===== src/rtl/sdram_bus_arbiter.sv =====
// Two-requester arbiter in front of the SDRAM controller bus: fixed video priority with a
// host starvation cap, one outstanding access at a time, per-access timeout.
module sdram_bus_arbiter #(
    parameter int ADDR_WIDTH     = 24,
    parameter int DATA_WIDTH     = 16,
    parameter int VID_BURST_MAX  = 8,
    parameter int TIMEOUT_CYCLES = 256
) (
    input  logic                  clk,
    input  logic                  reset,
    input  logic                  vid_req,
    input  logic [ADDR_WIDTH-1:0] vid_addr,
    output logic                  vid_ack,
    output logic [DATA_WIDTH-1:0] vid_rdata,
    output logic                  vid_valid,
    output logic                  vid_err,
    input  logic                  host_req,
    input  logic                  host_n_we,
    input  logic [ADDR_WIDTH-1:0] host_addr,
    input  logic [DATA_WIDTH-1:0] host_wdata,
    output logic                  host_ack,
    output logic [DATA_WIDTH-1:0] host_rdata,
    output logic                  host_done,
    output logic                  host_err,
    output logic [ADDR_WIDTH-1:0] mem_addr,
    output logic [DATA_WIDTH-1:0] mem_data_write,
    input  logic [DATA_WIDTH-1:0] mem_data_read,
    output logic                  mem_request,
    output logic                  mem_n_write_enable,
    input  logic                  mem_data_ready,
    input  logic                  mem_save_ready,
    input  logic                  mem_busy
);

    typedef enum logic [1:0] {ST_IDLE, ST_ISSUE, ST_RELEASE} state_t;
    typedef enum logic {OWN_VID, OWN_HOST} owner_t;

    localparam logic [7:0]  BURST_MAX  = 8'(VID_BURST_MAX);
    localparam logic [15:0] TIMER_LAST = 16'(TIMEOUT_CYCLES - 1);

    state_t                state, state_n;
    owner_t                owner, owner_n;
    logic [7:0]            streak, streak_n;
    logic [15:0]           timer, timer_n;

    logic                  vid_ack_n, vid_valid_n, vid_err_n;
    logic                  host_ack_n, host_done_n, host_err_n;
    logic [DATA_WIDTH-1:0] vid_rdata_n, host_rdata_n;
    logic [ADDR_WIDTH-1:0] mem_addr_n;
    logic [DATA_WIDTH-1:0] mem_data_write_n;
    logic                  mem_request_n, mem_n_write_enable_n;

    logic                  grant_vid, grant_host, access_done;

    // Video wins unless the host has already waited through a full video streak.
    assign grant_vid   = vid_req && (!host_req || (streak < BURST_MAX));
    assign grant_host  = host_req && !grant_vid;
    assign access_done = mem_n_write_enable ? mem_data_ready : mem_save_ready;

    always_comb begin
        // NOTE: every signal gets a default before the case so no path infers a latch.
        state_n              = state;
        owner_n              = owner;
        streak_n             = streak;
        timer_n              = timer;
        vid_ack_n            = 1'b0;
        vid_valid_n          = 1'b0;
        vid_err_n            = 1'b0;
        vid_rdata_n          = vid_rdata;
        host_ack_n           = 1'b0;
        host_done_n          = 1'b0;
        host_err_n           = 1'b0;
        host_rdata_n         = host_rdata;
        mem_addr_n           = mem_addr;
        mem_data_write_n     = mem_data_write;
        mem_request_n        = mem_request;
        mem_n_write_enable_n = mem_n_write_enable;

        if (!host_req) streak_n = '0;

        unique case (state)
            ST_IDLE: begin
                if (!mem_busy && (vid_req || host_req)) begin
                    if (grant_vid) begin
                        owner_n              = OWN_VID;
                        mem_addr_n           = vid_addr;
                        mem_data_write_n     = '0;
                        mem_n_write_enable_n = 1'b1;
                        vid_ack_n            = 1'b1;
                        if (host_req) streak_n = streak + 8'd1;
                    end else begin
                        owner_n              = OWN_HOST;
                        mem_addr_n           = host_addr;
                        mem_data_write_n     = host_wdata;
                        mem_n_write_enable_n = host_n_we;
                        host_ack_n           = 1'b1;
                        streak_n             = '0;
                    end
                    mem_request_n = 1'b1;
                    timer_n       = '0;
                    state_n       = ST_ISSUE;
                end
            end
            ST_ISSUE: begin
                if (access_done) begin
                    if (owner == OWN_VID) begin
                        vid_valid_n = 1'b1;
                        vid_rdata_n = mem_data_read;
                    end else begin
                        host_done_n = 1'b1;
                        if (mem_n_write_enable) host_rdata_n = mem_data_read;
                    end
                    mem_request_n = 1'b0;
                    state_n       = ST_RELEASE;
                end else if (timer == TIMER_LAST) begin
                    if (owner == OWN_VID) begin
                        vid_valid_n = 1'b1;
                        vid_err_n   = 1'b1;
                        vid_rdata_n = '0;
                    end else begin
                        host_done_n  = 1'b1;
                        host_err_n   = 1'b1;
                        host_rdata_n = '0;
                    end
                    mem_request_n = 1'b0;
                    state_n       = ST_RELEASE;
                end else begin
                    timer_n = timer + 16'd1;
                end
            end
            ST_RELEASE: state_n = ST_IDLE;
            default:    state_n = ST_IDLE;
        endcase
    end

    always_ff @(posedge clk or posedge reset) begin
        if (reset) begin
            state              <= ST_IDLE;
            owner              <= OWN_VID;
            streak             <= '0;
            timer              <= '0;
            vid_ack            <= 1'b0;
            vid_valid          <= 1'b0;
            vid_err            <= 1'b0;
            vid_rdata          <= '0;
            host_ack           <= 1'b0;
            host_done          <= 1'b0;
            host_err           <= 1'b0;
            host_rdata         <= '0;
            mem_addr           <= '0;
            mem_data_write     <= '0;
            mem_request        <= 1'b0;
            mem_n_write_enable <= 1'b1;
        end else begin
            state              <= state_n;
            owner              <= owner_n;
            streak             <= streak_n;
            timer              <= timer_n;
            vid_ack            <= vid_ack_n;
            vid_valid          <= vid_valid_n;
            vid_err            <= vid_err_n;
            vid_rdata          <= vid_rdata_n;
            host_ack           <= host_ack_n;
            host_done          <= host_done_n;
            host_err           <= host_err_n;
            host_rdata         <= host_rdata_n;
            mem_addr           <= mem_addr_n;
            mem_data_write     <= mem_data_write_n;
            mem_request        <= mem_request_n;
            mem_n_write_enable <= mem_n_write_enable_n;
        end
    end

endmodule


===== config.mk =====
export PLATFORM = sky130hd
export DESIGN_NAME = sdram_bus_arbiter
export DESIGN_NICKNAME = d
export VERILOG_FILES = /design/src/rtl/sdram_bus_arbiter.sv
export SDC_FILE = /design/constraint.sdc
export NUM_CORES = 1
export LEC_CHECK = 0
export ABC_AREA = 1
export ABC_CLOCK_PERIOD_IN_PS = 3300
export BUFFER_PORTS_ARGS = -buffer_cell sky130_fd_sc_hd__buf_2
export CAP_MARGIN = 20
export CORE_AREA = 8 8 125 127
export CTS_CLUSTER_SIZE = 14
export DETAILED_ROUTE_END_ITERATION = 8
export DIE_AREA = 0 0 133 135
export GPL_TIMING_DRIVEN = 0
export HOLD_SLACK_MARGIN = 0.12
export PLACE_DENSITY = 0.71
export SLEW_MARGIN = 5
export SYNTH_ARGS = -nofsm -noshare
export SYNTH_HDL_FRONTEND = slang
export SYNTH_SLANG_ARGS = --single-unit

===== constraint.sdc =====
create_clock -name clk -period 3.3 [get_ports clk]
set_input_delay 0.165 -clock clk [delete_from_list [all_inputs] [get_ports clk]]
set_output_delay 0.165 -clock clk [all_outputs]
set_load 0.01 [all_outputs]

==> metrics.txt, run 1 <==
power per cell area=690.5 mW/mm²; post-detail-place hpwl=around 11 mm; Initial Util=about two fifths; critical path fanouts, max=10; flops & latches, synth=about 110; Slew @ Worst Pin=just under 500 ps; commonest non-fill, non-tap cell in the layout=nand2_1; drt drc=0; most frequent cells in the layout=nand2_1, buf_2, dfrtp_1; share of layout cells above drive strength 1=between 20 and 30%; die height=135 µm; post-synthesis sequential area ratio=between 50% and 60%; Worst slew margin=67.41%; H-Tree Level Count=3; Core Area=between 0.01 and 0.015 mm²; Layout Skew=13.34 ps; Area Growth Syn to Fin=37.33%; post_cts resized=0; clk_lat worst skew=approximately 350 ps; Max Cap Viol=0; CP Launch Type=flip-flop; Inst Count DP=1005; routed vias/inst=around 4.7; Slew Limit Fails=0; CP Class=reg -> reg; CTS tree=built; Die Area=0.01796 mm²; yosys synthesis warning count=0; Clock Pin Slew Worst Setup and Hold Paths=approximately 70 ps; drt total wl=about 16 mm; Die W=roughly 130 µm; placed cell areas=about 0.0064 mm²; RSZ-0062 raised after global routing=false; Worst EP required=3590 ps; number of CTS-inserted buffers=9; first-pass GRT wire length=about 26 mm; Final Cell Area=0.007337 mm²; flop-to-flop setup slack=around 1100 ps; outcome=finished clean; GRT overflow=0; vias=just over 5000; Leak=slightly above 4 nW; Buffers on Ports=about 170; Synth area leader=dfrtp_1; Rows=between 40 and 50; Final Cycle Share=between 60% and 70%; WHS=132.2 ps; Layout Cells excl Fill=~1100; Synthesized Nets=748; Post-Syn Instances=around 660; average cell area after synthesis=slightly above 8 µm²; Placer Congestion=approximately 0.88; Distinct cells, synth=31; Antenna Nets Post-Route=0; fmax=approximately 460 MHz; GRT Total Usage=17.81%; Cell Area, Synth=between 0.005 and 0.006 mm²; Synth area leaders=dfrtp_1, nand2_1, inv_1; share of Yosys cell area claimed by the top area cell type=between 40 and 50%; Worst Path Arrival=~2500 ps; # nets final=985; Hold Fails Final Rpt=0; Final setup viols=0; num ports=around 170; Worst setup EP type=flip-flop; drt first pass iters=5; wire length per cell=14.57 µm; maximum clock path buffer count=2; post-route minimum period=approximately 2200 ps; DRT iter0 DRCs=259; initial antenna violation count=1; number of global-route vias before repair=5365; fillers=about 1300; clk sinks=about 110; pin count of the biggest net entering global routing=85; root buffer cell=clkbuf_16; hold crit path type=in -> reg; IR drop worst, VDD=approximately 0.35 mV
[stage by stage]
| step | util, % | setup slack (ps) | power, W | setup TNS [ps] |
|---|---|---|---|---|
| after floorplan | - | 319.4 | 0.003117 | 0 |
| after CTS | 53.88 | 1150 | 0.005125 | 0 |
| after detailed placement | 47.25 | 1529 | 0.003919 | 0 |
| after global routing | 53.90 | 968.7 | 0.005435 | 0 |
| final | 53.90 | 1134 | 0.005066 | 0 |
| after global placement | 47.01 | -1028 | 0.003881 | -108180 |
[Yosys cell counts]
| cell type | count |
|---|---|
| xor2_1 | 4 |
| buf_4 | 4 |
| nand3b_1 | 24 |
| nand3_2 | 1 |
| inv_1 | 72 |
| xnor2_1 | 2 |
| nor2_1 | 31 |
| o21bai_1 | 3 |
| nand2_8 | 1 |
| buf_6 | 4 |
| ha_1 | 2 |
| dfstp_2 | 1 |
| nor2_4 | 3 |
| buf_2 | 12 |
| nand2_2 | 17 |
| o21ai_2 | 17 |
| nand3_1 | 45 |
| a21oi_1 | 5 |
| nand3_4 | 2 |
| a31oi_1 | 1 |
| o21ai_4 | 1 |
| nand2_1 | 241 |
| inv_2 | 5 |
| o21ai_0 | 13 |
| nor3_1 | 3 |
| nand4_1 | 23 |
| o21ai_1 | 3 |
| clkbuf_1 | 7 |
| nand2_4 | 3 |
| dfrtp_1 | 106 |
| nor2_2 | 2 |
[layer usage]
| metal | part of all wire [%] | GRT usage, % | up-vias |
|---|---|---|---|
| li1 | - | - | 2543 |
| met1 | 42 | 20.64 | 2389 |
| met2 | 49 | 30.37 | 175 |
| met3 | 6.8 | 5.052 | 22 |
| met4 | 2.0 | 7.319 | 0 |
| met5 | 0 | 0 | - |
[registers in the layout (all words and copies together), names as in the netlist, 2 cells and up]
register,flops
vid_rdata,16
timer,16
mem_addr,24
mem_data_write,16
host_rdata,16
streak,8
state,2
[worst max-delay path, cell delays in order (launching register included)]
cell,delay [ps]
dfrtp_1,380
nor2_1,110
nand2_1,90
o21ai_4,300
nand2_4,140
clkbuf_1,250
nand2_1,120
nand3_1,80
dlygate4sd3_1,570
nand2_1,60
[final cells by class]
class	count	area, µm²	share of cell area, %
Buffer	27	161.4	2.200
Multi-Input combinational cell	447	2213	30.17
Inverter	77	294.0	4.008
Timing Repair Buffer	226	1449	19.75
Clock inverter	7	87.58	1.194
Sequential cell	107	2679	36.51
Tap cell	180	225.2	3.070
Antenna cell	1	2.502	0.03411
Clock buffer	9	225.2	3.070
[worst paths after layout]
check / from / end / cells after the start
hold / removal: vid_addr[16] / mem_addr[16]$_DFFE_PP0P_ / 4
hold reg to reg: mem_request$_DFFE_PP0P_ / mem_request$_DFFE_PP0P_ / 2
max in group asynchronous: reset / timer[2]$_DFFE_PP0P_ / 4
setup / recovery: streak[7]$_DFF_PP0_ / mem_addr[6]$_DFFE_PP0P_ / 9
min in group asynchronous: reset / host_rdata[5]$_DFFE_PP0P_ / 3
setup reg to reg: streak[7]$_DFF_PP0_ / mem_addr[6]$_DFFE_PP0P_ / 9
[kinds of logic after synthesis]
family	after synthesis	synth area share, %
buffers and inverters	104	8.431
xor gates and xnor gates	6	0.9836
and+or+nand+nor	396	34.38
AOI/OAI and AO/OA	43	5.597
DFF	107	50.14
adders and majority gates	2	0.4683
[where the power goes]
group	leakage, nW	total (W)	internal [W]	switching (W)
Sequential	1.40	0.00200	0.00173	0.000263
Clock	0.139	0.00112	0.000600	0.000516
Combinational	2.50	0.00195	0.000748	0.00121
[what timing repair did]
item / 4_1_cts / 5_1_grt
hold buffers: 59 / 0
setup buffers: 0 / 0
hold endpoints to repair: 75 / 0
No activity file was read; power rests on OpenSTA's default activity.
==> run 2: changes to the inputs <==
Settings changed: ABC_AREA 1 to 0, ABC_CLOCK_PERIOD_IN_PS 3300 to 1900, CORE_AREA 8 8 125 127 to 8 8 118 120, DIE_AREA 0 0 133 135 to 0 0 126 128, PLACE_DENSITY 0.71 to 0.75.
Clock period 3.3 ns to 1.9 ns, I/O delays scaled along.
==> run 2 against run 1 <==
Net effect:
- the flow now finishes with violations (negative setup slack)
- synthesized cell count is 30% lower
- clock power grew 72%
- setup slack worse by 1400 ps
- first-iteration DRC count is 35% higher
- non-clock buffer count rose by 48
- combinational power up 72%
- register-to-register slack worse by 1400 ps
- power grew 75%
- largest power group unchanged
==> metrics.txt, run 2 <==
outcome=finished with violations; failing checks=negative setup slack; Max Cap Viol=0; Core Area=approximately 0.012 mm²; pin count of the biggest net entering global routing=43; Final Cell Area=roughly 0.0073 mm²; clk_lat worst skew=340 ps; Fin Setup TNS=-5695 ps; ant diodes=0; Layout Skew=6.715 ps; Post-Syn Instances=roughly 460; Layout Utilization=~60%; most frequent cells in the layout=buf_2, dfrtp_1, nand2_1; # nets final=around 830; Slew Limit Fails=0; power per cell area=approximately 1200 mW/mm²; Synth area leaders=dfrtp_1, nand2_1, a22o_1; Hold Fails Final Rpt=0; sequential power share=between 40 and 50%; Final Cycle Share=111.7%; die height=128 µm; commonest non-fill, non-tap cell in the layout=buf_2; number of global-route vias before repair=just over 5000; Leak=between 3 and 4 nW; share of layout cells above drive strength 1=34.27%; Post-synth EDFFs=0; Worst slew margin=between 40% and 50%; max reg flops=24; average cell area after synthesis=10.18 µm²; first-pass GRT wire length=around 27 mm; fmax=~470 MHz; Cell Area, Synth=around 0.0047 mm²; Rows=~40; root buffer cell=clkbuf_16; routed vias/inst=between 5 and 6; RSZ-0062 raised after global routing=true; CP Launch Type=flip-flop; Clk pwr share=21.7%; Synth area leader=dfrtp_1; Int Power=0.005633 W; hold path depth=3; vias=a little under 5000; Main synth FF type=dfrtp_1; Final setup viols=41; worst hold start=mem_save_ready; Synthesized Nets=around 550; Worst Path Arrival=2350 ps; flops & latches, synth=about 110; Distinct cells, synth=43; placed cell areas=approximately 0.0058 mm²; drt total wl=roughly 17 mm; Clock Pin Slew Worst Setup and Hold Paths=about 80 ps; cell repeated most along the worst path=or4_4; Slew @ Worst Pin=798.0 ps; Critical Path Max Stage Delay=slightly below 600 ps; capturing point of the worst reg2reg path=timer[15]$_DFFE_PP0P_; GRT Total Usage=roughly a fifth; Placer Congestion=around 0.9; Switch Pwr=0.003248 W; worst path buffer plus inverter count=0; Synth Area in Compound Gates=16.78%; initial antenna violation count=0; Combinational Power Share=a little under two fifths; main combinational cell family by area after synthesis=simple AND/OR/NAND/NOR gates; flop-to-flop setup slack=-220 ps; Antenna Nets Post-Route=0; Synth Area in XOR/XNOR=less than 1%; Post-synth ARST share=100.0%; Initial Util=around two fifths; drt first pass iters=4; CP Class=reg -> reg; switch share=between 30% and 40%; Final WS setup=-222.1 ps; share of Yosys cell area claimed by the top area cell type=56.29%; Buffers on Ports=166; delay-heaviest family, CP=simple AND/OR/NAND/NOR gates; Post-Synth Simple-Gate Area=roughly a fifth; num ports=about 170; clk sinks=107; yosys synthesis warning count=0; Worst setup EP type=flip-flop; pre-CTS setup slack=-620.7 ps; Post-Synth Adder-Cell Area=less than 1%; fillers=around 1000; r2r worst-path depth=4; WHS=186.7 ps; post-synthesis sequential area ratio=between 50% and 60%; reg-to-reg critical path startpoint=mem_n_write_enable$_DFFE_PP1P_; CTS tree=built; multiplexer share of the synthesized area=around 1.4%; Die Area=between 0.015 and 0.02 mm²; Die W=126 µm; drt drc=0; Worst EP required=between 2000 and 2500 ps; GRT overflow=0; crit path cell chain=mux2_4, or4_4, or4_4, mux2i_1; number of CTS-inserted buffers=9; wire length per cell=~19 µm; crit path max-delay cell type=dfstp_2; synth cell count leaders=dfrtp_1, nand2_1, a22o_1; post-detail-place hpwl=10.92 mm; critical path fanouts, max=7; maximum clock path buffer count=2; Min-Delay Endpoint=vid_err$_DFF_PP0_; Area Growth Syn to Fin=55.10%; post-route minimum period=around 2100 ps; Largest Register=mem_addr; most common cell in the netlist=dfrtp_1; IR drop worst, VDD=0.6040 mV; H-Tree Level Count=3; DRT iter0 DRCs=350; hold crit path type=in -> reg
## run 2: cell types whose count changed in the layout (fill, tap and decap cells not counted), sizes merged, moves of 10 or more
cell / change
nand3: -37
o211ai: +29
or4: +10
clkbuf: +11
o21ai: -10
buf: +13
nand2: -165
nor2: -25
inv: -68
a22o: +32
dlygate4sd3: +24
nand3b: -21
## run 2: tightest hold or removal path: stages
cell and delay (ps):
buf_2 130, mux2i_4 90, and3_1 170
## run 2: layer usage
metal  up-vias  wire length (µm)  global-route usage, %
met5         -                 0                      0
met4         0               333                  7.006
met3        34              1321                  6.240
met2       234              8122                  33.51
met1      2388              6839                  24.60
li1       2260                 -                      -
## run 2: power groups by stage
stage	Sequential (W)	Combinational, W	Clock (W)
4_1_cts	0.00356	0.00329	0.00197
5_1_grt	0.00368	0.00369	0.00206
3_3_place_gp	0.00356	0.00289	0
3_5_place_dp	0.00359	0.00300	0
2_1_floorplan	0.00390	0.00130	0
6_report	0.00359	0.00336	0.00193
## run 2: through the flow
stage | total power (W) | instances
floorplan | 0.005193 | 463
global placement | 0.006454 | 779
detailed placement | 0.006592 | 782
CTS | 0.008827 | 893
global route | 0.009427 | 897
finish | 0.008881 | 897
## run 2: what timing repair did
| action | CTS | global route |
|---|---|---|
| endpoints found under the hold margin | 94 | 0 |
| hold buffers | 83 | 0 |
| setup buffers | 14 | 4 |
| endpoints found under the setup margin | 96 | 92 |
| gates cloned | 2 | 0 |
| pin swaps | 7 | 9 |
| resized for setup | 34 | 41 |
## run 2: how the worst max path moves through the flow
| stage | from | to | slack (ps) | cells past startpoint |
|---|---|---|---|---|
| 2_1_floorplan | mem_n_write_enable$_DFFE_PP1P_ | timer[15]$_DFFE_PP0P_ | -320 | 5 |
| 4_1_cts | mem_n_write_enable$_DFFE_PP1P_ | timer[15]$_DFFE_PP0P_ | -200 | 4 |
| 6_report | mem_n_write_enable$_DFFE_PP1P_ | timer[15]$_DFFE_PP0P_ | -220 | 4 |
| 5_1_grt | timer[10]$_DFFE_PP0P_ | host_rdata[11]$_DFFE_PP0P_ | -280 | 6 |
| 3_5_place_dp | timer[8]$_DFFE_PP0P_ | vid_rdata[12]$_DFFE_PP0P_ | -620 | 5 |
| 3_3_place_gp | timer[8]$_DFFE_PP0P_ | vid_rdata[9]$_DFFE_PP0P_ | -590 | 5 |
## run 2: layout make-up
class	instances	area, µm²	share of cell area (%)
clock inverter	7	82.58	1.130
sequential	107	2680	36.67
multi-input combinational	315	2021	27.65
clock buffer	9	225.2	3.082
timing repair buffer	272	1899	25.99
buffer	29	178.9	2.448
inverter	8	33.78	0.4622
tap	150	187.7	2.568
## run 2: cells by family after synthesis
group / Yosys count
compound gates: 111
xor+xnor: 2
fa+ha+maj: 2
buf+inv: 41
flops: 107
mux: 6
simple gates: 194
==> run 3: changes to the inputs <==
Settings changed: BUFFER_PORTS_ARGS -buffer_cell sky130_fd_sc_hd__buf_2 to not set, DONT_BUFFER_PORTS set to 1, PLACE_DENSITY 0.75 to 0.63.
==> run 3 against run 2 <==
Net effect:
- the flow still finishes with violations (negative setup slack)
- largest power group unchanged
- via count shrank 14%
- core utilization shrank 7.2 points
- first-iteration DRC count decreased by 17%
- combinational power is 40% lower
- worst hold slack lost 30 ps
- highest routed layer unchanged
- setup slack got worse by 92 ps
- routed wire length down 8.9%
- clock power decreased by 5%
- sequential cell count unchanged
- sequential power is 16% higher
- global-route usage fell by 1.5 points
- register-to-register slack got worse by 90 ps
- critical endpoint unchanged
==> metrics.txt, run 3 (same netlist as run 2, synthesis figures left out) <==
wire length per cell=between 20 and 25 µm; IR drop worst, VDD=about 0.60 mV; number of CTS-inserted buffers=9; Antenna Nets Post-Route=0; critical path startpoint=mem_n_write_enable$_DFFE_PP1P_; most frequent cells in the layout=dfrtp_1, nand2_1, dlygate4sd3_1; Placer Congestion=0.8682; clk_lat worst skew=350 ps; CP Class=reg -> reg; Core Area=around 0.012 mm²; num ports=between 150 and 200; max reg flops=24; drt total wl=between 15 and 20 mm; vias=4238; first-pass GRT wire length=around 24 mm; Slew Limit Fails=0; routed vias/inst=between 5 and 6; Largest Register=mem_addr; Max Cap Viol=0; Critical Path End=timer[15]$_DFFE_PP0P_; drt first pass iters=5; Power Total=0.008018 W; RSZ-0062 raised after global routing=true; post-detail-place hpwl=approximately 10 mm; multi-input logic area=around 0.0020 mm²; Die W=about 130 µm; outcome=finished with violations; fmax=~450 MHz; r2r worst-path depth=4; Final Cycle Share=116.5%; CP Depth=4; share of layout cells above drive strength 1=a little over an eighth; fillers=approximately 1000; DRT iter0 DRCs=between 200 and 300; delay-heaviest family, CP=simple AND/OR/NAND/NOR gates; Area Growth Syn to Fin=36.51%; H-Tree Level Count=3; post-route minimum period=2214 ps; pin count of the biggest net entering global routing=40; Final WS setup=-313.7 ps; maximum clock path buffer count=2; initial antenna violation count=0; Worst setup EP type=flip-flop; Layout Skew=14.25 ps; failing checks=negative setup slack; ant diodes=0; root buffer cell=clkbuf_16; hold crit path type=in -> reg; die height=128 µm; # nets final=about 660; pre-CTS setup slack=-595.9 ps; reg-to-reg critical path startpoint=mem_n_write_enable$_DFFE_PP1P_; drt drc=0; Rows=41; GRT overflow=0; GRT Total Usage=a little under a fifth; Die Area=roughly 0.016 mm²; clk sinks=about 110; Final setup viols=43; number of global-route vias before repair=around 4400; Buffers on Ports=0; Worst EP required=~2100 ps; CTS tree=built; Slew @ Worst Pin=772.4 ps; crit path cell chain=mux2_4, or4_4, or4_4, mux2i_1; Worst slew margin=48.40%; Seq. cell area=between 0.002 and 0.003 mm²; Fin Setup TNS=-8479 ps; crit path max-delay cell type=dfstp_2; power per cell area=1247 mW/mm²; Clock Pin Slew Worst Setup and Hold Paths=roughly 70 ps; CP Launch Type=flip-flop; critical path fanouts, max=7; commonest non-fill, non-tap cell in the layout=dfrtp_1; Initial Util=38.59%; Critical Path Max Stage Delay=about 660 ps; flop-to-flop setup slack=-310 ps; Hold Fails Final Rpt=0; capturing point of the worst reg2reg path=timer[15]$_DFFE_PP0P_; worst path buffer plus inverter count=0; Leak=approximately 2.8 nW; cell repeated most along the worst path=or4_4; Worst Path Arrival=~2500 ps
[run 3: cell types whose count changed in the layout (fill, tap and decap cells not counted), moves of 3 or more]
cell	delta
buf_4	-13
dlygate4sd3_1	+5
o21ai_0	+3
buf_2	-163
buf_6	+3
o21ai_1	-4
[run 3: per-stage QoR]
step | hold slack (ps) | cells | instance area (µm²) | utilization [%]
4_1_cts | 133.9 | 718 | 6206 | 50.83
6_report | 156.9 | 729 | 6432 | 52.69
5_1_grt | 179.0 | 729 | 6432 | 52.69
3_5_place_dp | 131.5 | 615 | 4974 | 40.74
2_1_floorplan | 231.0 | 463 | 4746 | -
3_3_place_gp | 234.3 | 613 | 4933 | 40.41
[run 3: final cells by class]
class                   instances  share of cell area (%)
clock buffers                   9                   3.501
inverters                       8                  0.5252
plain buffers                  30                   3.073
repair buffers                103                   16.38
well taps                     150                   2.918
multi-input cells             315                   30.85
clock inverters                 7                   1.089
flip-flops and latches        107                   41.67
[run 3: what timing repair did]
action / in CTS / in global routing
setup endpoints to repair: 96 / 99
gates cloned: 0 / 3
buffers inserted: 5 / 6
pin swaps: 4 / 5
gates resized for setup: 24 / 47
endpoints found under the hold margin: 111 / 4
hold buffers: 85 / 3
[run 3: worst min path at each step]
stage	startpoint	end	slack (ps)	depth (start not counted)
2_1_floorplan	host_wdata[0]	mem_data_write[0]$_DFFE_PP0P_	230	2
3_3_place_gp	host_wdata[12]	mem_data_write[12]$_DFFE_PP0P_	230	2
3_5_place_dp	reset	mem_data_write[6]$_DFFE_PP0P_	130	1
4_1_cts	mem_save_ready	vid_err$_DFF_PP0_	130	2
5_1_grt	host_req	mem_addr[11]$_DFFE_PP0P_	180	3
6_report	host_req	mem_addr[11]$_DFFE_PP0P_	160	3
[run 3: worst min-delay path, cell delays in order]
cell and delay, ps:
o21ai_4 60, and2_4 200, o211ai_1 100
[run 3: routing by layer]
layer / share of wire, % / up-vias / track usage (%)
met1: 40 / 2092 / 21.70
met2: 49 / 207 / 31.46
li1: - / 1921 / -
met4: 1.1 / 0 / 5.732
met3: 11 / 18 / 7.571
met5: 0 / - / 0
[run 3: power by group]
part	internal [W]	total (W)	leakage, nW	switching [W]
registers	0.00308	0.00417	1.38	0.00109
clock network	0.000924	0.00183	0.146	0.000903
logic	0.000926	0.00203	1.25	0.00110
total	0.00493	0.00802	2.78	0.00309
